==> src/rtl/univ_cnt_pkg.sv <==
// Shared constants for the modulo-M counter: overflow-mode codes and one-shot FSM states.
// No logic here, so there is no latency or backpressure to describe.
package univ_cnt_pkg;

    localparam logic [1:0] MODE_WRAP    = 2'b00;
    localparam logic [1:0] MODE_SAT     = 2'b01;
    localparam logic [1:0] MODE_ONESHOT = 2'b10;

    typedef enum logic [1:0] {
        ST_IDLE = 2'd0,
        ST_RUN  = 2'd1,
        ST_DONE = 2'd2
    } state_t;

endpackage

==> src/rtl/mod_step_next.sv <==
// Computes the next modulo-M value and an overflow flag for one up/down step.
// Combinational (zero latency); no backpressure, the result is consumed every cycle.
module mod_step_next #(
    parameter int N = 8,
    parameter int M = 256
) (
    input  logic [N-1:0] q,
    input  logic [N-1:0] step_eff,
    input  logic         up,
    output logic [N-1:0] nxt,
    output logic         ovf
);

    localparam logic [N:0] MOD  = (N+1)'(M);
    localparam logic [N:0] LAST = (N+1)'(M-1);

    logic [N:0] q_x;
    logic [N:0] s_x;
    logic [N:0] sum;
    logic [N:0] sum_wrap;
    logic [N:0] dif;
    logic [N:0] dif_wrap;

    // One extra bit keeps q+step and q+M-step exact even when M == 2**N.
    assign q_x      = {1'b0, q};
    assign s_x      = {1'b0, step_eff};
    assign sum      = q_x + s_x;
    assign sum_wrap = sum - MOD;
    assign dif      = q_x - s_x;
    assign dif_wrap = q_x + MOD - s_x;

    always_comb begin
        ovf = 1'b0;
        nxt = q;
        if (up) begin
            ovf = (sum > LAST);
            nxt = ovf ? sum_wrap[N-1:0] : sum[N-1:0];
        end else begin
            ovf = (s_x > q_x);
            nxt = ovf ? dif_wrap[N-1:0] : dif[N-1:0];
        end
    end

endmodule

==> src/rtl/univ_mod_counter.sv <==
// Modulo-M up/down counter with programmable step, wrap/saturate/one-shot overflow and compare.
// q, wrap_tick, busy, done update one edge after the inputs; no backpressure, en simply pauses counting.
module univ_mod_counter
    import univ_cnt_pkg::*;
#(
    parameter int N      = 8,
    parameter int M      = 256,
    parameter int STEP_W = 4
) (
    input  logic              clk,
    input  logic              reset,
    input  logic              syn_clr,
    input  logic              load,
    input  logic [N-1:0]      d,
    input  logic              en,
    input  logic              up,
    input  logic [STEP_W-1:0] step,
    input  logic [1:0]        mode,
    input  logic              start,
    input  logic [N-1:0]      cmp,
    output logic [N-1:0]      q,
    output logic              max_tick,
    output logic              min_tick,
    output logic              cmp_match,
    output logic              wrap_tick,
    output logic              busy,
    output logic              done
);

    localparam int          SW    = (STEP_W > N) ? STEP_W : N;
    localparam logic [SW:0] LIM_S = (SW+1)'(M-1);
    localparam logic [N-1:0] QMAX = N'(M-1);

    state_t         state;
    state_t         st_nxt;
    logic [SW:0]    step_x;
    logic [N-1:0]   step_eff;
    logic [N-1:0]   ld_val;
    logic [N-1:0]   nxt;
    logic           ovf;
    logic           oneshot;
    logic           do_cnt;

    assign step_x   = (SW+1)'(step);
    assign step_eff = (step_x > LIM_S) ? QMAX : step_x[N-1:0];
    assign ld_val   = (d > QMAX) ? QMAX : d;
    assign oneshot  = (mode == MODE_ONESHOT);
    assign do_cnt   = en && (step_eff != '0) && (!oneshot || state == ST_RUN);

    mod_step_next #(.N(N), .M(M)) u_step (
        .q        (q),
        .step_eff (step_eff),
        .up       (up),
        .nxt      (nxt),
        .ovf      (ovf)
    );

    // Leaving one-shot mode parks the FSM in IDLE so a later switch back starts clean.
    always_comb begin
        st_nxt = state;
        if (syn_clr || !oneshot) begin
            st_nxt = ST_IDLE;
        end else begin
            case (state)
                ST_IDLE: if (start) st_nxt = ST_RUN;
                ST_RUN:  if (!load && do_cnt && ovf) st_nxt = ST_DONE;
                ST_DONE: if (start) st_nxt = ST_RUN;
                default: st_nxt = ST_IDLE;
            endcase
        end
    end

    always_ff @(posedge clk) begin
        if (!reset) begin
            q         <= '0;
            state     <= ST_IDLE;
            busy      <= 1'b0;
            done      <= 1'b0;
            wrap_tick <= 1'b0;
        end else begin
            state     <= st_nxt;
            busy      <= (st_nxt == ST_RUN);
            done      <= (st_nxt == ST_DONE);
            wrap_tick <= 1'b0;
            if (syn_clr) begin
                q <= '0;
            end else if (load) begin
                q <= ld_val;
            end else if (do_cnt) begin
                if (!ovf) begin
                    q <= nxt;
                end else if (mode == MODE_SAT || oneshot) begin
                    q <= up ? QMAX : '0;
                end else begin
                    q         <= nxt;
                    wrap_tick <= 1'b1;
                end
            end
        end
    end

    assign max_tick  = (q == QMAX);
    assign min_tick  = (q == '0);
    assign cmp_match = (q == cmp);

endmodule

==> config.mk <==
export PLATFORM = sky130hd
export DESIGN_NAME = univ_mod_counter
export DESIGN_NICKNAME = d
export VERILOG_FILES = /design/src/rtl/univ_cnt_pkg.sv /design/src/rtl/mod_step_next.sv /design/src/rtl/univ_mod_counter.sv
export SDC_FILE = /design/constraint.sdc
export NUM_CORES = 1
export LEC_CHECK = 0
export BUFFER_PORTS_ARGS = -buffer_cell sky130_fd_sc_hd__buf_4
export CORE_MARGIN = 2
export CORE_UTILIZATION = 35
export CTS_CLUSTER_DIAMETER = 40
export DETAILED_ROUTE_END_ITERATION = 10
export GPL_TIMING_DRIVEN = 1
export SLEW_MARGIN = 30
export SYNTH_ARGS = -nofsm -noshare
export SYNTH_HDL_FRONTEND = slang
export SYNTH_SLANG_ARGS = --single-unit
==> constraint.sdc <==
create_clock -name clk -period 3.7 [get_ports clk]
set_input_delay 0.37 -clock clk [delete_from_list [all_inputs] [get_ports clk]]
set_output_delay 0.37 -clock clk [all_outputs]
set_load 0.02 [all_outputs]
==> results of run 1 <==
## synthesized netlist by cell type, types with 2 or more instances
master	instances	area, µm²
a211oi_1	4	30.0
a21oi_1	14	70.1
and2_1	2	12.5
and3_1	2	12.5
buf_6	2	22.5
clkbuf_1	4	15.0
dfxtp_1	13	260
fa_1	2	40.0
ha_1	9	113
inv_1	11	41.3
nand2_1	7	26.3
nand2b_1	9	56.3
nand4_1	4	25.0
nor2_1	13	48.8
nor2b_1	3	18.8
nor3_1	8	40.0
o21ai_0	9	45.0
o22ai_1	2	12.5
o311ai_0	2	17.5
xnor2_1	11	96.3
xor2_1	2	17.5
## per-stage QoR
stage | worst slack [ns] | total power [W]
6_report | 1.10 | 0.000411
5_1_grt | 0.916 | 0.000441
4_1_cts | 1.11 | 0.000413
3_5_place_dp | 1.08 | 0.000324
3_3_place_gp | 1.13 | 0.000322
2_1_floorplan | 1.32 | 0.000267
## flip-flops by register name, summed over array words and instances, names as in the netlist
register and count:
q 8, busy 1, done 1, wrap_tick 1
state 2
## kinds of logic after synthesis
logic type,share of synthesized area [%]
buf+inv,6.72
fa+ha+maj,12.2
simple gates,26.1
xor+xnor,9.13
compound gates,25.0
flops,20.9
## worst max-delay path: stages (launching register included)
cell and delay, ns:
dfxtp_1 0.48, inv_1 0.10, ha_1 0.21, fa_1 0.41, and3b_2 0.27, nand2b_1 0.21
nor3_1 0.13, or3b_1 0.39, and3_1 0.19, nor3_1 0.13
## metal layers
| layer | global-route usage, % | part of all wire [%] | vias up |
|---|---|---|---|
| met2 | 29.6 | 49 | 50 |
| li1 | - | - | 651 |
| met1 | 23.7 | 43 | 604 |
| met3 | 3.75 | 7.4 | 2 |
| met4 | 2.17 | 0.32 | 0 |
| met5 | 0 | 0 | - |
## cell type report
| class | instances | area, µm² |
|---|---|---|
| Multi-Input combinational cell | 128 | 903 |
| Sequential cell | 13 | 260 |
| Timing Repair Buffer | 42 | 315 |
| Fill cell | 334 | 1790 |
| Clock buffer | 4 | 26.3 |
| Tap cell | 46 | 57.6 |
| Inverter | 11 | 41.3 |
## power by group
part            total, W  internal [W]  switching [W]
sequential      0.000160      0.000146      0.0000145
clock          0.0000896     0.0000418      0.0000478
combinational   0.000161     0.0000799      0.0000809
## worst paths after layout
| path | end | slack [ns] | cells past startpoint |
|---|---|---|---|
| setup / recovery | q[6] | 1.10 | 9 |
| hold / removal | q[1] | 0.35 | 3 |
| setup reg to reg | q[6] | 1.10 | 9 |
| hold reg to reg | state[1] | 0.53 | 2 |
==> run metrics, run 1 <==
Core ar. 0.00339 mm²; status finished clean; layout cell share with drive strength beyond 1 26.8%; crit start category flip-flop; First-pass DRT Iterations 4; measured slew at the worst slew-check pin 0.854 ns; commonest non-fill, non-tap cell in the layout buf_4; required time of the critical path around 4 ns; share of synthesized registers carrying an async set or reset 0%; crit end category flip-flop; Port Buffers 42; DR DRC count 0; DR vias 1,307; Post-synth EDFFs 0; Clock Sinks 13; Rows 21; worst min path class in -> reg; critical path class reg -> reg; CTS H-tree lvls 1; Post-CTS Setup Bufs 0; Cell Area, Synth roughly 0.0012 mm²; WL final 3400 µm; Root Driver clkbuf_4; relative slew slack a little over two fifths; Avg Synthesized Cell Area slightly below 8 µm²; Synth Instances 159; register area share after synthesis 20.9%; grt ovf 0; Final nets about 240; hold_ws 0.352 ns; placed wire-length estimate 2720 µm; Vert. Die Dim between 60 and 70 µm; Final GP Congestion 0.818; initial antenna violation count 0; Vias/cell 5.36; ANT nets after route 0; pin count of the biggest net entering global routing 13; Max Freq 385 MHz; # hold bufs at CTS 0; Area growth, synth to finish 28.6%; power per cell area between 200 and 300 mW/mm²; commonest cells after routing, fill and taps aside 42 x buf_4, 14 x a21oi_1, 13 x nor2_1, 13 x dfxtp_1; number of DRC markers in iteration 0 48; Post-CTS Resized 0; DP Cell Count 240; TritonCTS clock tree built; vias in the first global route 1,213; Setup Skew about 0.0013 ns; CP Max Fanout 6; WL/cell 13.9 µm; post-route setup TNS 0 ns; final hold violation count 0; RSZ-0062 raised after global routing no; Ports between 40 and 50; reg2reg start q[0]; Design Area, Final 0.00160 mm²; ys flop type dfxtp_1; CP Data Arrival Time 2.80 ns; DIE AREA 0.00406 mm²; diode count 0; Max-Cap Viols 0; die width 63.7 µm; Synth warnings 0; peak supply drop 158 µV; Worst-Skew Late Latency 0.27 ns; HP Start d[1]; CTS buffer count 3; register bit total from synthesis 13; non-filler cells in the finished layout about 240; first-pass GRT wire length 5780 µm; final core utilization 47.3%; final-report max-slew violation count 0; Final period util 70.3%; Netlist cell types 47; Crit. Startpoint q[0]; Period minus WS final around 2.6 ns; total track usage 17.6%; placed cell area 0.00158 mm²; CTS Buffer Depth 2; Starting Density 36.8%; Synthesized Nets approximately 200; Worst-path clk slew approximately 0.080 ns; Pleak about 0.7 nW; Final setup viols 0
No activity file was read; power rests on OpenSTA's default activity.
==> run 2, diff against run 1 <==
==> constraint.sdc (replaced) <==
create_clock -name clk -period 2.3 [get_ports clk]
set_input_delay 0.23 -clock clk [delete_from_list [all_inputs] [get_ports clk]]
set_output_delay 0.23 -clock clk [all_outputs]
set_load 0.02 [all_outputs]
==> run 2 against run 1 <==
  * Sequential power increased by 51%
  * Combinational power grew 92%
  * Non-clock buffer count increased by 16
==> run metrics, run 2 (same netlist as run 1, synthesis figures left out) <==
crit end category flip-flop; max reg flops 8 (unchanged); ANT nets after route 0 (unchanged); measured slew at the worst slew-check pin 0.607 ns (-0.246 ns); DR vias 1,375 (+5.2%); Root Driver clkbuf_4; Worst-path clk slew 0.08 ns (about the same); Clock Sinks 13 (unchanged); Worst-Skew Late Latency 0.27 ns (about the same); peak supply drop 402 µV (+150%); power per cell area 395 mW/mm² (+54%); largest reg by FF count q; Final nets 255 (+6.7%); Ports 43 (unchanged); Vert. Die Dim 63.7 µm (unchanged); CP Max Fanout 4 (-2); Final GP Congestion 0.908 (+11%); status finished clean; CP Data Arrival Time 2.38 ns (-0.42 ns); Setup Skew 0.00495 ns (+0.00363 ns); total track usage 17.6% (about the same); # hold bufs at CTS 0 (unchanged); CP bufs+invs 1 (unchanged); DR DRC count 0 (unchanged); final core utilization 51.6% (+4.3 points); required time of the critical path 2.47 ns (-1.43 ns); WL/cell 13.9 µm (about the same); Pleak 0.775 nW (+12%); hold_ws 0.216 ns (-0.136 ns); placed cell area 0.00169 mm² (+6.8%); Port Buffers 42 (unchanged); Slowest-stage cell, CP o311a_1; Area growth, synth to finish 40.2%; initial antenna violation count 0 (unchanged); CP Cell Sequence ha_2, fa_2, nor2b_1, o311a_1, buf_4, nand2_1, and2_1, nor2b_1, a31o_2; CTS Buffer Depth 2 (unchanged); Final setup viols 0 (unchanged); post-route setup TNS 0 ns (unchanged); commonest cells after routing, fill and taps aside 58 x buf_4, 14 x a21oi_1, 13 x nor2_1; CTS H-tree lvls 1 (unchanged); relative slew slack 59.4% (+16 points); fill count 322 (-3.6%); Vias/cell 5.29 (-1.3%); Critical Path Max Stage Delay 0.39 ns (-0.09 ns); cell internal pwr 0.000456 W (+70%); Starting Density 36.8% (unchanged); placed wire-length estimate 2880 µm (+6.0%); grt ovf 0 (unchanged); Core ar. 0.00339 mm² (unchanged); commonest non-fill, non-tap cell in the layout buf_4; crit-path leading delay family compound AO/OA/AOI/OAI gates; Logic pwr share 44.7% (+5.6 points); number of DRC markers in iteration 0 96 (+100%); first-pass GRT wire length 5670 µm (-1.9%); layout cell share with drive strength beyond 1 36.0% (+9.2 points); Period minus WS final 2.20 ns (-0.395 ns); worst min path class in -> reg; final-report max-slew violation count 0 (unchanged); TritonCTS clock tree built; WL final 3620 µm (+6.6%); CP most frequent cell nor2b_1; vias in the first global route 1,267 (+4.5%); Rows 21 (unchanged); Sw Ratio 34.0% (-0.87 points); First-pass DRT Iterations 5 (+1); RSZ-0062 raised after global routing no; Reg power frac 35.1% (-3.9 points); clock power share 20.2% (-1.6 points); Max-Cap Viols 0 (unchanged); Max Freq 454 MHz (+18%); Final period util 95.8% (+26 points); crit start category flip-flop; Design Area, Final 0.00175 mm² (+9.0%); die width 63.7 µm (unchanged); pin count of the biggest net entering global routing 13 (unchanged); diode count 0 (unchanged); CTS buffer count 3 (unchanged); DIE AREA 0.00406 mm² (unchanged); biggest regs q: 8 flops, state: 2 flops; sw power 0.000235 W (+64%); critical path class reg -> reg; final hold violation count 0 (unchanged)
-- run 2: cell types whose count changed in the layout (fill, tap and decap cells not counted), sizes merged --
cell	change
buf	+16
-- run 2: tightest hold or removal path, delay by kind of cell --
kind / cells / cell delay (ns)
buffers and inverters: 1 / 0.11
AOI/OAI and AO/OA: 1 / 0.05
and+or+nand+nor: 1 / 0.05
-- run 2: per-layer routing --
layer	share of wire [%]	global-route usage, %	vias up
met2	50	31.8	58
met5	0	0	-
met4	0.94	2.45	0
li1	-	-	687
met1	43	21.6	624
met3	6.0	3.93	6
-- run 2: path summary, 6_finish.rpt --
path	slack (ns)	cells past startpoint	end	start
worst max-delay path	0.1	9	q[5]	q[0]
worst min-delay path	0.22	3	q[1]	d[1]
worst max register to register	0.1	9	q[5]	q[0]
worst min register to register	0.51	2	done	state[1]
-- run 2: per-stage QoR --
stage               std cells  setup WS (ns)  total power, W
detailed placement        254         0.0273        0.000547
global placement          254         0.0674        0.000545
global route              260        0.00269        0.000737
finish                    260         0.0957        0.000690
CTS                       258        0.00853        0.000689
floorplan                 159         0.0312        0.000429
-- run 2: area by class of cell --
cell class / count / area, µm² / share of cell area [%]
clock buffer: 4 / 26.3 / 1.50
inverter: 11 / 41.3 / 2.36
multi-input combinational: 128 / 926 / 52.9
sequential: 13 / 263 / 15.0
tap: 46 / 57.6 / 3.29
timing repair buffer: 58 / 435 / 24.9
-- run 2: what timing repair did --
item | in CTS | in global routing
endpoints found under the setup margin | 0 | 7
gates resized for setup | 0 | 7
setup buffers | 0 | 2
-- run 2: power by group through the flow --
| stage | sequential, W | combinational, W | clock, W |
|---|---|---|---|
| final | 0.000242 | 0.000309 | 0.000139 |
| after detailed placement | 0.000248 | 0.000300 | 0 |
| after floorplan | 0.000262 | 0.000167 | 0 |
| after CTS | 0.000242 | 0.000301 | 0.000146 |
| after global placement | 0.000247 | 0.000298 | 0 |
| after global routing | 0.000243 | 0.000336 | 0.000158 |
==> run 3, diff against run 2 <==
==> constraint.sdc (replaced) <==
create_clock -name clk -period 2 [get_ports clk]
set_input_delay 0.2 -clock clk [delete_from_list [all_inputs] [get_ports clk]]
set_output_delay 0.2 -clock clk [all_outputs]
set_load 0.02 [all_outputs]
==> run 3 against run 2 <==
  * Critical path type unchanged
  * The flow now finishes with violations (setup timing)
  * Total power rose by 30%
  * Register-to-register slack worse by 0.21 ns
  * Combinational power grew 46%
  * Count of clock-buffer cells in the layout stayed put
  * Sequential share of layout area shrank 2.1 points
  * Highest routed layer unchanged
  * Sequential power is 15% higher
  * Worst hold slack worse by 0.047 ns
==> run metrics, run 3 (same netlist as run 1, synthesis figures left out) <==
status complete, but fails checks; failing checks setup timing; commonest cells after routing, fill and taps aside 81 x buf_4, 13 x nor2_1, 11 x xnor2_1, 11 x a21oi_1; biggest regs q: 8 flops, state: 2 flops; DR vias 1,501 (+9.2%); placed wire-length estimate 3230 µm (+12%); number of DRC markers in iteration 0 52 (-46%); Final setup viols 12 (+12); Setup Skew 0.00113 ns (-0.00382 ns); relative slew slack 71.7% (+12 points); total track usage 20.5% (+3.0 points); Period minus WS final 2.11 ns (-0.0908 ns); largest reg by FF count q; CP Data Arrival Time 2.32 ns (-0.06 ns); final worst slack -0.114 ns (-0.209 ns); Vert. Die Dim 63.7 µm (unchanged); Area growth, synth to finish 66.3%; ANT nets after route 0 (unchanged); final core utilization 61.2% (+9.6 points); critical path endpoint q[3]; CTS buffer count 3 (unchanged); Final GP Congestion 0.892 (-1.7%); Root Driver clkbuf_4; DIE AREA 0.00406 mm² (unchanged); final hold violation count 0 (unchanged); diode count 0 (unchanged); Final nets 279 (+9.4%); HP Start d[1]; Worst-path clk slew 0.08 ns (about the same); Vias/cell 5.29 (about the same); TritonCTS clock tree built; Crit. Startpoint q[0]; RSZ-0062 raised after global routing yes; max reg flops 8 (unchanged); power per cell area 433 mW/mm² (+9.8%); commonest non-fill, non-tap cell in the layout buf_4; Core ar. 0.00339 mm² (unchanged); Ports 43 (unchanged); final-report max-slew violation count 0 (unchanged); die width 63.7 µm (unchanged); CTS H-tree lvls 1 (unchanged); Pleak 0.910 nW (+17%); R2R depth 8 (-1); Rows 21 (unchanged); WL final 4120 µm (+14%); Port Buffers 42 (unchanged); pin count of the biggest net entering global routing 13 (unchanged); required time of the critical path 2.20 ns (-0.27 ns); First-pass DRT Iterations 4 (-1); layout cell share with drive strength beyond 1 50.4% (+14 points); worst min path class in -> reg; WL/cell 14.5 µm (+4.1%); Worst-Skew Late Latency 0.28 ns (about the same); initial antenna violation count 0 (unchanged); peak supply drop 305 µV (-24%); measured slew at the worst slew-check pin 0.424 ns (-0.183 ns); crit end category flip-flop; CTS Buffer Depth 2 (unchanged); Clock Sinks 13 (unchanged); first-pass GRT wire length 6620 µm (+17%); DR DRC count 0 (unchanged); crit start category flip-flop; grt ovf 0 (unchanged); Max-Cap Viols 0 (unchanged); Setup Slack @ Placement -0.122 ns (-0.150 ns); CP Max Fanout 3 (-1); Max Freq 473 MHz (+4.3%); reg2reg end q[3]; Final period util 106% (+9.8 points); critical path class reg -> reg; R2R setup slack -0.11 ns (-0.21 ns); Starting Density 36.8% (unchanged); vias in the first global route 1,471 (+16%); reg2reg start q[0]; # hold bufs at CTS 0 (unchanged); post-route setup TNS -0.812 ns (-0.812 ns)
==> run 3: changes by cell type in the layout (fill, tap and decap cells not counted), moves of 3 or more <==
| cell | change |
|---|---|
| a21oi_1 | -3 |
| a21oi_2 | +3 |
| ha_4 | +4 |
| buf_4 | +23 |
| ha_1 | -3 |
==> run 3: critical path, stage by stage (launching register included) <==
cell and delay [ns]:
dfxtp_4 0.36, ha_4 0.16, fa_2 0.39, nor2b_4 0.14, o311a_1 0.31, a22oi_2 0.17
a21oi_2 0.08, a41o_1 0.24, a211oi_2 0.18
==> run 3: worst min-delay path by stage <==
stage,to,slack [ns],cells after the start
after global placement,q[1],0.46,3
after CTS,q[1],0.17,3
after floorplan,q[1],0.34,2
final,q[1],0.17,3
after detailed placement,q[1],0.47,3
after global routing,q[1],0.16,3
==> run 3: layer usage <==
layer | global-route usage (%) | wire length [µm] | vias to the layer above
li1 | - | - | 731
met1 | 24.9 | 1820 | 703
met2 | 35.5 | 1960 | 55
met3 | 4.64 | 231 | 12
met4 | 7.07 | 110 | 0
met5 | 0 | 0 | -
==> run 3: power by group <==
| part | internal (W) | switching (W) |
|---|---|---|
| clock | 0.0000775 | 0.0000906 |
| combinational | 0.000237 | 0.000215 |
| sequential | 0.000269 | 0.00000974 |
==> run 3: per-stage QoR <==
stage	std cells	total power [W]	hold WS, ns	area [µm²]
2_1_floorplan	159	0.000499	0.342	1290
3_3_place_gp	272	0.000673	0.464	1860
3_5_place_dp	272	0.000679	0.468	1860
4_1_cts	281	0.000872	0.167	1990
5_1_grt	284	0.000950	0.159	2070
6_report	284	0.000899	0.170	2070
==> run 3: layout make-up <==
class                           count  area, µm²
Fill cell                         295       1320
Tap cell                           46       57.6
Multi-Input combinational cell    128       1050
Clock buffer                        4       26.3
Timing Repair Buffer               82        628
Inverter                           11       41.3
Sequential cell                    13        269
==> run 3: what timing repair did <==
item / in CTS / in global routing
setup buffers: 5 / 3
resized for setup: 11 / 11
pin swaps: 10 / 10
endpoints found under the setup margin: 11 / 13
